File: config.mk
export PLATFORM = sky130hd
export DESIGN_NAME = demux_stream_flat
export DESIGN_NICKNAME = d
export VERILOG_FILES = /design/src/rtl/demux_stream_if.sv /design/src/rtl/demux_stream.sv /design/src/flat_wrapper.sv
export SDC_FILE = /design/constraint.sdc
export NUM_CORES = 1
export LEC_CHECK = 0
export ABC_AREA = 1
export CAP_MARGIN = 20
export CORE_AREA = 5 5 102 104
export CTS_CLUSTER_SIZE = 40
export DETAILED_ROUTE_END_ITERATION = 16
export DIE_AREA = 0 0 107 109
export MAX_ROUTING_LAYER = met4
export PLACE_DENSITY = 0.85
export SYNTH_ARGS = -nofsm -noshare
export SYNTH_HDL_FRONTEND = slang
export SYNTH_SLANG_ARGS = --single-unit
File: constraint.sdc
create_clock -name clk -period 7.5 [get_ports clk]
set_clock_uncertainty 0.1 [all_clocks]
set_input_delay 1.5 -clock clk [delete_from_list [all_inputs] [get_ports clk]]
set_output_delay 1.5 -clock clk [all_outputs]
set_load 0.005 [all_outputs]
File: src/rtl/demux_stream_if.sv
// Stream bus for demux_stream: one tagged input stream fanned out to NUM_CH
// independent valid/ready output channels.
interface demux_stream_if #(
  parameter int NUM_CH = 31,
  parameter int DW     = 2,
  parameter int SELW   = 5
);
  logic                 in_valid;
  logic                 in_ready;
  logic [SELW-1:0]      in_sel;
  logic [DW-1:0]        in_data;
  logic [NUM_CH-1:0]    out_valid;
  logic [NUM_CH-1:0]    out_ready;
  logic [NUM_CH*DW-1:0] out_data;

  // master: the environment (input source plus per-channel consumers)
  modport master (
    output in_valid, in_sel, in_data, out_ready,
    input  in_ready, out_valid, out_data
  );

  // slave: the demultiplexer itself
  modport slave (
    input  in_valid, in_sel, in_data, out_ready,
    output in_ready, out_valid, out_data
  );
endinterface

File: src/rtl/demux_stream.sv
// Registered 1-to-NUM_CH stream demultiplexer with a one-entry buffer per
// channel; out-of-range select codes are accepted, discarded and counted.
module demux_stream #(
  parameter int NUM_CH = 31,
  parameter int DW     = 2,
  parameter int SELW   = 5,
  parameter int CNTW   = 8
) (
  input  logic            clk,
  input  logic            reset,
  demux_stream_if.slave   s,
  output logic [CNTW-1:0] drop_cnt,
  output logic            busy
);
  localparam int SELN = 2**SELW;

  logic [NUM_CH-1:0] valid_reg;
  logic [DW-1:0]     data_reg [NUM_CH];
  logic [CNTW-1:0]   drop_reg;
  logic [SELN-1:0]   valid_ext;
  logic [SELN-1:0]   ready_ext;
  logic              sel_legal;
  logic              in_fire;

  // Widen to the full select range so drop codes index a defined (zero) bit.
  assign valid_ext = SELN'(valid_reg);
  assign ready_ext = SELN'(s.out_ready);
  assign sel_legal = {{(32-SELW){1'b0}}, s.in_sel} < 32'(NUM_CH);

  // Pass-through on drain: a full channel whose consumer is ready takes a new word.
  assign s.in_ready = !reset &&
                      (!sel_legal || !valid_ext[s.in_sel] || ready_ext[s.in_sel]);
  assign in_fire    = s.in_valid && s.in_ready;

  always_ff @(posedge clk) begin
    if (reset) begin
      valid_reg <= '0;
      drop_reg  <= '0;
      for (int i = 0; i < NUM_CH; i++) begin
        data_reg[i] <= '0;
      end
    end else begin
      for (int i = 0; i < NUM_CH; i++) begin
        if (in_fire && sel_legal && (s.in_sel == SELW'(i))) begin
          valid_reg[i] <= 1'b1;
          data_reg[i]  <= s.in_data;
        end else if (s.out_ready[i]) begin
          valid_reg[i] <= 1'b0;
        end
      end
      if (in_fire && !sel_legal && (drop_reg != {CNTW{1'b1}})) begin
        drop_reg <= drop_reg + CNTW'(1);
      end
    end
  end

  for (genvar gi = 0; gi < NUM_CH; gi++) begin : g_out
    assign s.out_data[gi*DW +: DW] = data_reg[gi];
  end

  assign s.out_valid = valid_reg;
  assign drop_cnt    = drop_reg;
  assign busy        = |valid_reg;
endmodule

File: src/flat_wrapper.sv
// flat-port wrapper written by rule: the top's interface ports become plain ports
module demux_stream_flat 
#(
  parameter int NUM_CH = 31,
  parameter int DW     = 2,
  parameter int SELW   = 5,
  parameter int CNTW   = 8
)
  (clk, reset, drop_cnt, busy, s_in_valid, s_in_sel, s_in_data, s_out_ready, s_in_ready, s_out_valid, s_out_data);
  demux_stream_if #(.NUM_CH(NUM_CH), .DW(DW), .SELW(SELW)) s_i ();
  input  logic clk;
  input  logic reset;
  output logic [CNTW-1:0] drop_cnt;
  output logic busy;
  input wire logic [$bits(s_i.in_valid)-1:0] s_in_valid;
  input wire logic [$bits(s_i.in_sel)-1:0] s_in_sel;
  input wire logic [$bits(s_i.in_data)-1:0] s_in_data;
  input wire logic [$bits(s_i.out_ready)-1:0] s_out_ready;
  output wire logic [$bits(s_i.in_ready)-1:0] s_in_ready;
  output wire logic [$bits(s_i.out_valid)-1:0] s_out_valid;
  output wire logic [$bits(s_i.out_data)-1:0] s_out_data;
  assign s_i.in_valid = s_in_valid;
  assign s_i.in_sel = s_in_sel;
  assign s_i.in_data = s_in_data;
  assign s_i.out_ready = s_out_ready;
  assign s_in_ready = s_i.in_ready;
  assign s_out_valid = s_i.out_valid;
  assign s_out_data = s_i.out_data;
  demux_stream #(.NUM_CH(NUM_CH), .DW(DW), .SELW(SELW), .CNTW(CNTW)) u_core (.clk(clk), .reset(reset), .s(s_i), .drop_cnt(drop_cnt), .busy(busy));
endmodule
==> summary.md <==
| Metric | Value |
|---|---|
| Status | `finished, final reports clean` |
| Area Overhead vs Synth | `36.5%` |
| Worst-path cell chain | `clkdlybuf4s50_1 -> nand2_1 -> nor2_2 -> nor2_1 -> nand2_1 -> nor2_1 -> nand2_1 -> nor2_1 -> nand2_1 -> nand2_1 -> nor2_4 -> buf_4 -> clkdlybuf4s50_1` |
| Final period util | `around 83%` |
| F_max | `around 160 MHz` |
| GPL Wtd Cong | `between 0.9 and 1` |
| LEAKAGE | `between 2 and 3 nW` |
| Clk root buf | `clkbuf_8` |
| Largest net degree at the start of global routing | `46` |
| Slowest cell delay on critical path | `0.75 ns` |
| Hpwl dp | `roughly 11 mm` |
| Syn_nets | `between 600 and 700` |
| CTS buffer count | `9` |
| Initial antenna violation count | `0` |
| FF-to-FF Start | `u_core.s.out_valid[18]$_SDFFE_PP0P_` |
| Crit path DAT | `4.61 ns` |
| First-pass GRT wire length | `between 20 and 25 mm` |
| # hold bufs at CTS | `0` |
| Worst VDD drop | `~130 uV` |
| Layout cell share with drive strength beyond 1 | `3.81%` |
| Area leader, netlist | `edfxtp_1` |
| Sink Count | `approximately 100` |
| Final Hold Vio Count | `0` |
| Core Footprint | `approximately 9500 sq um` |
| Critical path required time | `just under 6 ns` |
| Post-CTS Setup Inserts | `0` |
| Synthesized area | `~4700 sq um` |
| Worst path slowest cell | `clkdlybuf4s50_1` |
| FILL cells | `783` |
| Top-area cell type share of the netlist area | `39.9%` |
| DIE WIDTH | `between 100 and 150 um` |
| Seq/Total Area, Yosys | `about 57%` |
| Syn Inst Count | `569` |
| Hold Path Origin | `u_core.s.out_valid[20]$_SDFFE_PP0P_` |
| First-pass iteration count of the detailed router | `5` |
| Multi-input gate area in the final layout | `roughly 1800 sq um` |
| Pre-CTS worst setup slack | `~1.4 ns` |
| Cell variety after synth | `25` |
| Hold depth | `2` |
| DRT iter0 DRCs | `393` |
| Ant. Diodes | `0` |
| Final Worst Setup Slack | `1.29 ns` |
| Final setup violation count | `0` |
| Resized cells post-CTS | `0` |
| Reg area | `2640 sq um` |
| R2R Setup Slk | `4.54 ns` |
| Io pins | `144` |
| Hold EP | `u_core.s.out_valid[20]$_SDFFE_PP0P_` |
| Die Ht | `about 110 um` |
| Row Count | `36` |
| H-tree depth | `3` |
| Wire per inst | `about 18 um` |
| Max-cap violations | `0` |
| Clk pin slew, worst setup/hold paths | `~0.090 ns` |
| Kind of critical path | `input port to output port` |
| Syn Area/Cell | `approximately 8.2 sq um` |
| CP max FO | `25` |
| # port buffers | `143` |
| Worst slew pin tran | `between 0.9 and 1 ns` |
| Crit path time final | `between 6 and 7 ns` |
| Setup TNS | `0 ns` |
| Critical Path Sink Type | `output port` |
| CTS max path bufs | `2` |
| Clk_lat worst skew | `0.37 ns` |
| Power per cell area | `178 nW/um^2` |
| Startpoint types | `input port` |
| Final ANT Viol Nets | `0` |
| WL final | `15.0 mm` |
| Total track usage | `26.8%` |
| Routed via count | `about 4500` |
| Number of flip-flops in the largest register | `62` |
| Layout Nets | `approximately 750` |
| Synth Register Bits | `between 100 and 150` |
| R2r worst-path depth | `16` |
| Final slew viol count | `0` |
| Commonest non-fill, non-tap cells in the layout | `217 x nand2_1, 143 x clkdlybuf4s50_1, 71 x nor2_1` |
| Synth Warn # | `0` |
| Hold Path Class | `flop to flop` |
| Worst slew margin | `approximately 34%` |
| CP dominant cell by count | `nand2_1` |
| Vias in the first global route | `4371` |
| Global route overflow | `0` |
| Vias/cell | `5.50` |
| Initial core utilization | `roughly 49%` |
| Reg-to-Reg End | `u_core.data_reg[0][30]$_SDFFCE_PN0P_` |
| Dominant cells by area after synthesis | `edfxtp_1 40%, nand2_1 17%, dfxtp_1 17%` |
| Unrepaired setup endpoints after global routing | `no` |
| Die Area | `roughly 12000 sq um` |
| TritonCTS clock tree | `built` |
| Commonest non-fill, non-tap cell in the layout | `nand2_1` |
| Post-route DRC | `0` |
[routing by layer]
| layer | global-route usage, % | part of all wire (%) | vias to the layer above |
|---|---|---|---|
| met2 | 43.9 | 50 | 236 |
| met4 | 10.1 | 3.2 | 0 |
| met5 | - | 0 | - |
| met3 | 4.85 | 6.5 | 45 |
| li1 | - | - | 2132 |
| met1 | 33.4 | 41 | 2116 |
[synthesized netlist by cell type]
library cell / instances
a21oi_1: 24
buf_2: 9
buf_4: 1
clkbuf_1: 13
clkinv_1: 3
dfxtp_1: 39
edfxtp_1: 62
ha_1: 1
inv_1: 41
inv_2: 2
nand2_1: 217
nand2_2: 1
nand3_1: 21
nand3b_1: 9
nand4_1: 23
nor2_1: 71
nor2_2: 3
nor2_4: 1
nor3_1: 5
nor4_1: 7
o21ai_0: 5
o21ai_1: 1
o32ai_1: 4
xnor2_1: 1
xor2_1: 5
[where the power goes]
group | internal (W) | total, W | switching, W
Sequential | 0.000612 | 0.000620 | 0.00000764
Clock | 0.000159 | 0.000363 | 0.000203
Combinational | 0.0000727 | 0.000151 | 0.0000782
Total | 0.000844 | 0.00113 | 0.000289
[through the flow]
step / power [W] / cell area, sq um / hold slack [ns] / cells / util [%]
floorplan: 0.000688 / 4670 / 0.384 / 569 / -
global placement: 0.000778 / 6160 / 0.385 / 806 / 65.2
detailed placement: 0.000783 / 6160 / 0.389 / 806 / 65.2
CTS: 0.00113 / 6370 / 0.403 / 822 / 67.3
global route: 0.00117 / 6380 / 0.436 / 823 / 67.4
finish: 0.00113 / 6380 / 0.409 / 823 / 67.4
[worst max path at each step]
stage | start | end | slack [ns] | depth (start not counted)
2_1_floorplan | s_in_sel[1] | s_in_ready | 3.24 | 12
3_3_place_gp | s_in_sel[0] | s_in_ready | 1.46 | 13
3_5_place_dp | s_in_sel[0] | s_in_ready | 1.36 | 13
4_1_cts | s_in_sel[0] | s_in_ready | 1.35 | 13
5_1_grt | s_in_sel[0] | s_in_ready | 0.99 | 13
6_report | s_in_sel[0] | s_in_ready | 1.29 | 13
[final cells by class]
type                    instances  area share [%]
well taps                     114            2.24
repair buffers                147            22.9
clock inverters                 7            1.26
inverters                      46            2.71
clock buffers                   9            1.94
flip-flops and latches        101            41.4
multi-input cells             399            27.5
[critical path: cells and delay by family]
kind,cells,cell delay (ns)
buffers and inverters,3,1.44
AND/OR/NAND/NOR,10,1.63
[cells by family (layout without fill, tap and decap cells)]
| group | count (synthesis) | count (layout) | share of synthesized area, % |
|---|---|---|---|
| compound gates | 34 | 34 | 3.97 |
| buf+inv | 69 | 209 | 5.87 |
| flops | 101 | 101 | 56.6 |
| fa+ha+maj | 1 | 1 | 0.268 |
| xor+xnor | 6 | 6 | 1.13 |
| simple gates | 358 | 358 | 32.2 |
Note: power is estimated with default switching activity, not from simulation.
